`src/rtl/mem_arbiter.sv`:
```
// Shares one single-port memory between instruction fetch and load/store.
// Alternating priority on conflict, with a wait-cycle timeout that aborts a stalled grant.
module mem_arbiter #(
  parameter int unsigned TIMEOUT = 16,
  parameter int unsigned AW      = 32
) (
  input  logic          i_clk,
  input  logic          i_reset,
  input  logic          if_valid,
  input  logic [AW-1:0] if_addr,
  output logic          if_ack,
  output logic [31:0]   if_rdata,
  input  logic          ls_valid,
  input  logic          ls_wren,
  input  logic [AW-1:0] ls_addr,
  input  logic [31:0]   ls_wdata,
  input  logic [3:0]    ls_bmask,
  output logic          ls_ack,
  output logic [31:0]   ls_rdata,
  output logic          err,
  output logic          mem_req,
  output logic          mem_wren,
  output logic [AW-1:0] mem_addr,
  output logic [31:0]   mem_wdata,
  output logic [3:0]    mem_bmask,
  input  logic          mem_ack,
  input  logic [31:0]   mem_rdata
);

  localparam int unsigned CNT_W = 8;
  localparam logic [CNT_W-1:0] CNT_LAST = CNT_W'(TIMEOUT - 1);

  typedef enum logic [1:0] {
    IDLE   = 2'd0,
    GNT_IF = 2'd1,
    GNT_LS = 2'd2
  } state_t;

  state_t           state;
  state_t           state_next;
  logic             last_ls;
  logic [CNT_W-1:0] cnt;
  logic             done;

  // Arbitration, completion/timeout detection and requester responses.
  always_comb begin
    state_next = state;
    done       = 1'b0;
    if_ack     = 1'b0;
    ls_ack     = 1'b0;
    err        = 1'b0;
    if_rdata   = '0;
    ls_rdata   = '0;
    case (state)
      IDLE: begin
        if (if_valid && (!ls_valid || last_ls)) begin
          state_next = GNT_IF;
        end else if (ls_valid) begin
          state_next = GNT_LS;
        end
      end
      GNT_IF, GNT_LS: begin
        done = mem_ack || (cnt == CNT_LAST);
        if (done) begin
          state_next = IDLE;
        end
      end
      default: state_next = IDLE;
    endcase
    // A completion wins over a coincident timeout; an aborted grant returns zero data.
    if (!i_reset && done) begin
      err = !mem_ack;
      if (state == GNT_IF) begin
        if_ack   = 1'b1;
        if_rdata = mem_ack ? mem_rdata : '0;
      end else begin
        ls_ack   = 1'b1;
        ls_rdata = mem_ack ? mem_rdata : '0;
      end
    end
  end

  // State, priority flag, wait counter and the registered memory command.
  always_ff @(posedge i_clk) begin
    if (i_reset) begin
      state     <= IDLE;
      last_ls   <= 1'b1;
      cnt       <= '0;
      mem_req   <= 1'b0;
      mem_wren  <= 1'b0;
      mem_addr  <= '0;
      mem_wdata <= '0;
      mem_bmask <= '0;
    end else begin
      state <= state_next;
      if (state == IDLE && state_next == GNT_IF) begin
        mem_req   <= 1'b1;
        mem_wren  <= 1'b0;
        mem_addr  <= if_addr;
        mem_wdata <= '0;
        mem_bmask <= '0;
        cnt       <= '0;
        last_ls   <= 1'b0;
      end else if (state == IDLE && state_next == GNT_LS) begin
        mem_req   <= 1'b1;
        mem_wren  <= ls_wren;
        mem_addr  <= ls_addr;
        mem_wdata <= ls_wdata;
        mem_bmask <= ls_bmask;
        cnt       <= '0;
        last_ls   <= 1'b1;
      end else if (state != IDLE) begin
        if (state_next == IDLE) begin
          mem_req <= 1'b0;
        end else begin
          cnt <= cnt + CNT_W'(1);
        end
      end
    end
  end

endmodule

```
`config.mk`:
```
export PLATFORM = sky130hd
export DESIGN_NAME = mem_arbiter
export DESIGN_NICKNAME = d
export VERILOG_FILES = /design/src/rtl/mem_arbiter.sv
export SDC_FILE = /design/constraint.sdc
export NUM_CORES = 1
export LEC_CHECK = 0
export CAP_MARGIN = 30
export CORE_AREA = 2 2 108 110
export DETAILED_ROUTE_END_ITERATION = 8
export DIE_AREA = 0 0 110 112
export HOLD_SLACK_MARGIN = 0.03
export PLACE_DENSITY = 0.8
export SLEW_MARGIN = 40
export SYNTH_ARGS = -nofsm -noshare
export SYNTH_HDL_FRONTEND = slang
export SYNTH_SLANG_ARGS = --single-unit
```
`constraint.sdc`:
```
create_clock -name i_clk -period 2.9 [get_ports i_clk]
set_input_delay 0.58 -clock i_clk [delete_from_list [all_inputs] [get_ports i_clk]]
set_output_delay 0.58 -clock i_clk [all_outputs]
set_load 0.03 [all_outputs]
```
# After elaboration in Yosys (flattened, before gate mapping)
# Cells that the tools add are included.
# word_totals
output_inout_bits,137
elab_cells,58
register_bits,81
# classes
reduce_logical,20
n_eq_ne,5
add_sub_neg,1
bitwise,1
mux,23
# op_table
op,count
$mux W32,7
$mux W1,12
$add A8 B1 Y8 const B,1
$eq A8 B4 Y1 const B,1
$mux W2,3
$reduce_bool A3 Y1,2
$eq A2 B1 Y1 const B,2
$eq A2 B2 Y1 const B,2
$logic_and A1 B1 Y1,4
$logic_not A2 Y1,2
$pmux W2 S2,1
$reduce_and A2 Y1,2
$reduce_bool A2 Y1,2
$reduce_or A2 Y1,2
$logic_not A1 Y1,3
$reduce_or A3 Y1,1
$logic_or A1 B1 Y1,2
$not A1 Y1,1

# Logic depth before layout (Yosys ltp)
# Gate-level depths: netlist (run 1).
# logic_depth
ltp_word,10
mapped_depth,9
ltp_nobuf,7

# Worst setup path before layout (run 1)
# OpenSTA, ideal clock, no wires.
# synth_timing
path_kind,input to output
start,input mem_ack
end,output ls_rdata[22]
path_stages,7
t_arrival_ns,1.967
setup_slack_ns,0.353
path_cell_list,clkbuf_1 > a21oi_1 > nor3b_1 > nand2b_1 > clkbuf_1 > clkbuf_1 > nor2_1
# synth_between
elab_chain_len,4
elab_cells_between_ends,6
# synth_rtl
element,line_no,rtl
start: declaration,26,"input logic mem_ack,"
$logic_or A1 B1 Y1,63,done = mem_ack || (cnt == CNT_LAST);
$mux W1,54,case (state)
$logic_and A1 B1 Y1,71,if (!i_reset && done) begin
$mux W32 (*),71,
end: declaration,19,"output logic [31:0] ls_rdata,"
# Every way passes the cells marked *; elsewhere a longest branch is shown, timed or not.

# Worst setup path after layout (run 1)
# layout_timing
start,register cnt[1]
end,output if_rdata[24]
# layout_between
elab_chain_len,5
# layout_rtl
element,line_no,rtl
start: declaration,42,logic [CNT_W-1:0] cnt;
start signal: assignment,116,cnt <= cnt + CNT_W'(1);
$eq A8 B4 Y1,63,
$logic_or A1 B1 Y1,63,
$mux W1,54,
$logic_and A1 B1 Y1,71,
$mux W32,71,
end: declaration,12,"output logic [31:0] if_rdata,"
# Every way passes these cells.

==> flow_summary.json, run 1 <==
{
  "fin_crit_ns": 2.70,
  "clk_pin_slew_ns": 0.06,
  "async_flop_share": 0,
  "die_h_microns": 112,
  "area_growth_pct": 80.1,
  "diodes": 0,
  "tightest_slew_ns": 0.607,
  "dominantRegCellSynth": "dfxtp_1",
  "routabilityCongestion": 0.822,
  "setup_violations": 0,
  "timing_worst_setup_path_type": "flip-flop to output port",
  "synth_top_family_by_area": "simple AND/OR/NAND/NOR gates",
  "rows": 39,
  "maxCapViolCount": 0,
  "synth-simple-area-share": 0.416,
  "wire_per_inst_microns": 14.9,
  "dpl.hpwl_mm": 10.2,
  "io_buffers": 274,
  "wl_met3_microns": 911,
  "synth_fa_ha_area_frac": 0.0130,
  "synthXorXnorAreaFrac": 0.0159,
  "fin_skew_ns": 0.00686,
  "relSlewSlack": 0.596,
  "post_cts_buffers": 0,
  "antenna_found_initial": 0,
  "netlist_area_sq_um": 3840,
  "cp.arrival_ns": 2.12,
  "cts_root_buffer": "clkbuf_16",
  "grt_overflow": 0,
  "cts_tree": "done",
  "wl_met1_mm": 5.31,
  "yosysTopAreaCell": "dfxtp_1",
  "syn_nets": 667,
  "start_util": 0.344,
  "grt_usage": 0.216,
  "dr.max_layer_used": "met4",
  "num-nets-final": 923,
  "die_x_microns": 110,
  "status": "complete, no violations",
  "grt_pass1_wl_mm": 21.4,
  "finalNonFillerCells": 929,
  "startpoint_type": "flip-flop",
  "period_share": 0.933,
  "p_clk_frac": 0.256,
  "synth_compound_area_frac": 0.0752,
  "fin_util": 0.620,
  "ant_nets": 0,
  "drive_gt1_frac": 0.163,
  "power_density_nw_per_um2": 638,
  "synth_top_area_frac": 0.422,
  "drt-total-wl_mm": 13.8,
  "synth-seq-area-share": 0.422,
  "required_ns": 2.32,
  "h-tree-depth": 3,
  "drt-initial-drc-count": 258,
  "cts_made_buffers": 9,
  "p_leak_nw": 2.66,
  "synth.area.top_cells": "dfxtp_1 (42%), nor2_1 (13%), nand2_1 (11%)",
  "dieArea_sq_um": 12300,
  "wl_met2_mm": 7.18,
  "vias_per_cell": 4.95,
  "ys_ff_latch": 81,
  "first_global_vias": 4559,
  "hp-class": "flip-flop to flip-flop",
  "hold_violations": 0,
  "seqPwrFrac": 0.319,
  "insertion_delay_ns": 0.33,
  "grt_max_degree": 46,
  "syn_inst": 525,
  "p_int_mw": 2.79,
  "fmax_mhz": 370,
  "p_sw_mw": 1.62,
  "synth_mux_area_frac": 0.00260,
  "synth_edf_count": 0,
  "pwr-share-comb": 0.425,
  "first_pass_iters": 4,
  "cts_buffer_depth": 2,
  "core_sq_um": 11200,
  "dp_cells": 913,
  "syn_area_per_cell_sq_um": 7.32,
  "slew_viol_final": 0,
  "critPathCaptureType": "output port",
  "ir_drop_mv": 0.312,
  "totalPowerFinal_mw": 4.42,
  "cts.sinks": 81,
  "drcViolationCount": 0,
  "io_pins": 275,
  "worst-path-max-fanout": 33,
  "switching_share": 0.367,
  "ys_warn_count": 0,
  "vias": 4603,
  "yosysUniqueCellTypes": 30
}
==> power by group through the flow <==
stage	registers [mW]	logic, mW	clock network [mW]
6_report	1.41	1.88	1.13
3_5_place_dp	1.43	1.88	0
3_3_place_gp	1.42	1.83	0
4_1_cts	1.41	1.89	1.16
5_1_grt	1.43	2.01	1.21
2_1_floorplan	1.77	0.759	0
==> cells in the mapped netlist, types with 2 or more instances <==
library cell and instances:
nand4_1 4, nor2b_1 2, buf_4 6, inv_1 4, nor3b_2 2, nand2_1 114
ha_1 4, nor3_1 42, a211oi_1 2, a21oi_1 42, nor2_1 130, nand3b_1 2
buf_2 14, clkbuf_1 22, dfxtp_1 81, nand2b_1 3, nor4_1 11, xnor2_1 7
nor4_2 22
==> per-layer routing <==
| layer | global-route usage | vias up |
|---|---|---|
| met5 | 0 | - |
| met4 | 0.0844 | 0 |
| met3 | 0.0492 | 34 |
| met2 | 0.396 | 180 |
| met1 | 0.236 | 2142 |
| li1 | - | 2247 |
==> layout by cell type (no fill, tap or decap), types with 3 or more instances in the layout <==
master / Yosys / routed
clkdlybuf4s50_1: 0 / 206
nor2_1: 130 / 128
nand2_1: 114 / 114
dfxtp_1: 81 / 80
buf_4: 6 / 71
nor3_1: 42 / 42
a21oi_1: 42 / 41
nor4_2: 22 / 22
nor4_1: 11 / 11
clkbuf_16: 0 / 9
buf_12: 0 / 8
xnor2_1: 7 / 7
inv_1: 4 / 4
nand4_1: 4 / 4
ha_1: 4 / 4
nand2b_1: 3 / 3
==> critical path: stages, from the launching register on <==
cell and delay, ns:
dfxtp_1 0.38, ha_1 0.18, and3_1 0.23, a21oi_2 0.10, nor3b_2 0.26, nand2_1 0.13
buf_12 0.19, nor2_1 0.14, buf_4 0.18
==> logic make-up after synthesis <==
| group | count (synthesis) |
|---|---|
| AO/OA/AOI/OAI | 51 |
| XOR/XNOR | 7 |
| adder cells (fa/ha/maj) | 4 |
| buffers and inverters | 46 |
| flip-flops | 81 |
| multiplexers | 1 |
| AND/OR/NAND/NOR | 335 |
==> final timing paths <==
path                                                  from                         end  slack, ns  depth (start not counted)
worst max-delay path                   cnt[1]$_SDFFE_PP0P_                if_rdata[24]       0.20                          8
worst min-delay path            mem_wdata[13]$_SDFFE_PP0P_  mem_wdata[13]$_SDFFE_PP0P_       0.46                          2
worst max register to register         cnt[0]$_SDFFE_PP0P_   mem_addr[25]$_SDFFE_PP0P_       0.61                          9
worst min register to register  mem_wdata[13]$_SDFFE_PP0P_  mem_wdata[13]$_SDFFE_PP0P_       0.46                          2
==> stage by stage <==
stage / instance area [sq um] / worst slack (ns) / setup TNS [ns] / hold WS (ns)
floorplan: 3840 / 0.353 / 0 / 0.435
global placement: 6590 / 0.159 / 0 / 0.442
detailed placement: 6590 / 0.104 / 0 / 0.449
CTS: 6900 / 0.0664 / 0 / 0.458
global route: 6930 / -0.00459 / -0.00459 / 0.468
finish: 6930 / 0.195 / 0 / 0.457
==> sequential cells by signal, indices dropped and copies added, names as in the netlist <==
register and count:
mem_addr 32, mem_wdata 32, cnt 8, mem_bmask 4, state 2, last_ls 1, mem_req 1, mem_wren 1
==> repair_timing <==
action / in CTS / in global routing
endpoints found under the setup margin: 3 / 64
gates resized for setup: 1 / 8
endpoints found under the hold margin: 0 / 0
pin swaps: 0 / 2
hold buffers: 0 / 0
==> layout make-up <==
| class | count | area (sq um) |
|---|---|---|
| fill | 978 | 4250 |
| timing repair buffer | 287 | 2770 |
| multi-input combinational | 398 | 2040 |
| sequential | 81 | 1620 |
| clock buffer | 9 | 225 |
| tap | 143 | 179 |
| clock inverter | 7 | 76.3 |
| inverter | 4 | 15.0 |
No activity file was read; power rests on OpenSTA's default activity.
==> run 2, diff against run 1 <==
--- a/config.mk
+++ b/config.mk
@@ -10,7 +10,7 @@
 export DETAILED_ROUTE_END_ITERATION = 8
 export DIE_AREA = 0 0 110 112
 export HOLD_SLACK_MARGIN = 0.03
-export PLACE_DENSITY = 0.8
+export PLACE_DENSITY_LB_ADDON = 0.15
 export SLEW_MARGIN = 40
 export SYNTH_ARGS = -nofsm -noshare
 export SYNTH_HDL_FRONTEND = slang
==> flow_summary.json, run 2 (synthesis gave the netlist of run 1 again) <==
{
  "io_pins": 275,
  "first_pass_iters": 4,
  "rows": 39,
  "fmax_mhz": 370,
  "power_density_nw_per_um2": 655,
  "io_buffers": 274,
  "vias_per_cell": 4.85,
  "core_sq_um": 11200,
  "worst-path-max-fanout": 33,
  "wire_per_inst_microns": 14.2,
  "final_cell_mix": "clkdlybuf4s50_1 (206), nor2_1 (128), nand2_1 (114)",
  "status": "complete, no violations",
  "period_share": 0.932,
  "antenna_found_initial": 1,
  "area_growth_pct": 81.3,
  "p_leak_nw": 2.69,
  "fin_skew_ns": 0.00729,
  "cp.arrival_ns": 2.12,
  "grt_overflow": 0,
  "num-nets-final": 924,
  "vias": 4520,
  "wl_met2_mm": 7.04,
  "required_ns": 2.32,
  "startpoint_type": "flip-flop",
  "die_x_microns": 110,
  "insertion_delay_ns": 0.33,
  "pre_cts_ws_ns": 0.144,
  "dr.max_layer_used": "met4",
  "relSlewSlack": 0.594,
  "slew_viol_final": 0,
  "maxCapViolCount": 0,
  "wl_met1_mm": 4.95,
  "start_util": 0.344,
  "grt_setup_unrepaired": "false",
  "die_h_microns": 112,
  "setup_violations": 0,
  "dieArea_sq_um": 12300,
  "grt_max_degree": 51,
  "top_regs": "mem_addr: 32 flops, mem_wdata: 32 flops, cnt: 8 flops",
  "first_global_vias": 4548,
  "dpl.hpwl_mm": 9.80,
  "fin_crit_ns": 2.70,
  "drt-initial-drc-count": 250,
  "cts_root_buffer": "clkbuf_16",
  "fin_ws_ns": 0.198,
  "cts.sinks": 81,
  "wl_met3_microns": 889,
  "cts_made_buffers": 9,
  "post_cts_buffers": 0,
  "seqCellArea_sq_um": 1620,
  "timing_worst_setup_path_type": "flip-flop to output port",
  "drcViolationCount": 0,
  "critPathCaptureType": "output port",
  "fin_tns_setup_ns": 0,
  "cts_buffer_depth": 2,
  "cts_tree": "done",
  "hp-class": "flip-flop to flip-flop",
  "drive_gt1_frac": 0.160,
  "ant_nets": 0,
  "grt_pass1_wl_mm": 21.2,
  "final_common_cell": "clkdlybuf4s50_1",
  "h-tree-depth": 3,
  "ir_drop_mv": 0.311,
  "multi_input_area_sq_um": 2040,
  "routabilityCongestion": 0.764,
  "tightest_slew_ns": 0.609,
  "clk_pin_slew_ns": 0.06,
  "drt-total-wl_mm": 13.2,
  "grt_usage": 0.217,
  "hold_violations": 0,
  "fillCellCount": 980
}
run 2: cell types whose count changed in the layout (fill, tap and decap cells not counted):
cell / delta
buf_4: +1
dfxtp_1: +1
dfxtp_2: -1
inv_6: -2
bufinv_16: +2
clkinvlp_4: -2
diode_2: +1
clkbuf_1: +2
run 2: timing repair:
action | 4_1_cts | 5_1_grt
hold buffers | 0 | 0
resized for setup | 1 | 4
endpoints found under the hold margin | 0 | 0
setup endpoints to repair | 2 | 56
run 2: critical path, cell delays in order, from the launching register on:
cell and delay (ns):
dfxtp_1 0.39, ha_1 0.19, and3_1 0.24, a21oi_2 0.10
nor3b_2 0.23, nand2b_1 0.08, buf_4 0.23, nor2_1 0.14
buf_4 0.17
run 2: final timing paths:
kind	from	end	slack, ns	cells past startpoint
min	mem_wdata[31]$_SDFFE_PP0P_	mem_wdata[31]$_SDFFE_PP0P_	0.46	2
min reg2reg	mem_wdata[31]$_SDFFE_PP0P_	mem_wdata[31]$_SDFFE_PP0P_	0.46	2
max reg2reg	cnt[0]$_SDFFE_PP0P_	cnt[7]$_SDFFE_PP0P_	0.53	9
max	cnt[0]$_SDFFE_PP0P_	ls_rdata[21]	0.20	8
run 2: final cells by class:
class	instances	share of cell area
antenna	1	0.000359
clock inverter	5	0.0149
clock buffer	11	0.0334
sequential	81	0.233
inverter	4	0.00215
tap	143	0.0257
timing repair buffer	288	0.399
multi-input combinational	398	0.292
run 2: per-stage QoR:
stage	util	cells	area (sq um)	power [mW]	hold WS, ns
detailed placement	0.592	914	6610	3.32	0.448
CTS	0.622	930	6960	4.62	0.457
global placement	0.592	914	6610	3.28	0.441
finish	0.624	931	6970	4.56	0.456
floorplan	-	525	3840	2.53	0.435
global route	0.624	930	6970	4.82	0.478
run 2: power breakdown:
| part | internal (mW) | switching, mW | leakage [nW] |
|---|---|---|---|
| clock network | 0.842 | 0.438 | 0.164 |
| logic | 0.830 | 1.05 | 1.86 |
| registers | 1.30 | 0.101 | 0.662 |
| total | 2.98 | 1.59 | 2.69 |
run 2: layer usage:
metal | track usage | vias to the layer above
li1 | - | 2255
met1 | 0.232 | 2063
met2 | 0.398 | 175
met3 | 0.0457 | 27
met4 | 0.0996 | 0
met5 | 0 | -
==> run 3, diff against run 2 <==
--- a/config.mk
+++ b/config.mk
@@ -15,3 +15,4 @@
 export SYNTH_ARGS = -nofsm -noshare
 export SYNTH_HDL_FRONTEND = slang
 export SYNTH_SLANG_ARGS = --single-unit
+export TNS_END_PERCENT = 5
==> results of run 3 <==
No change in the layout: final DEF, timing and power equal those of run 2.
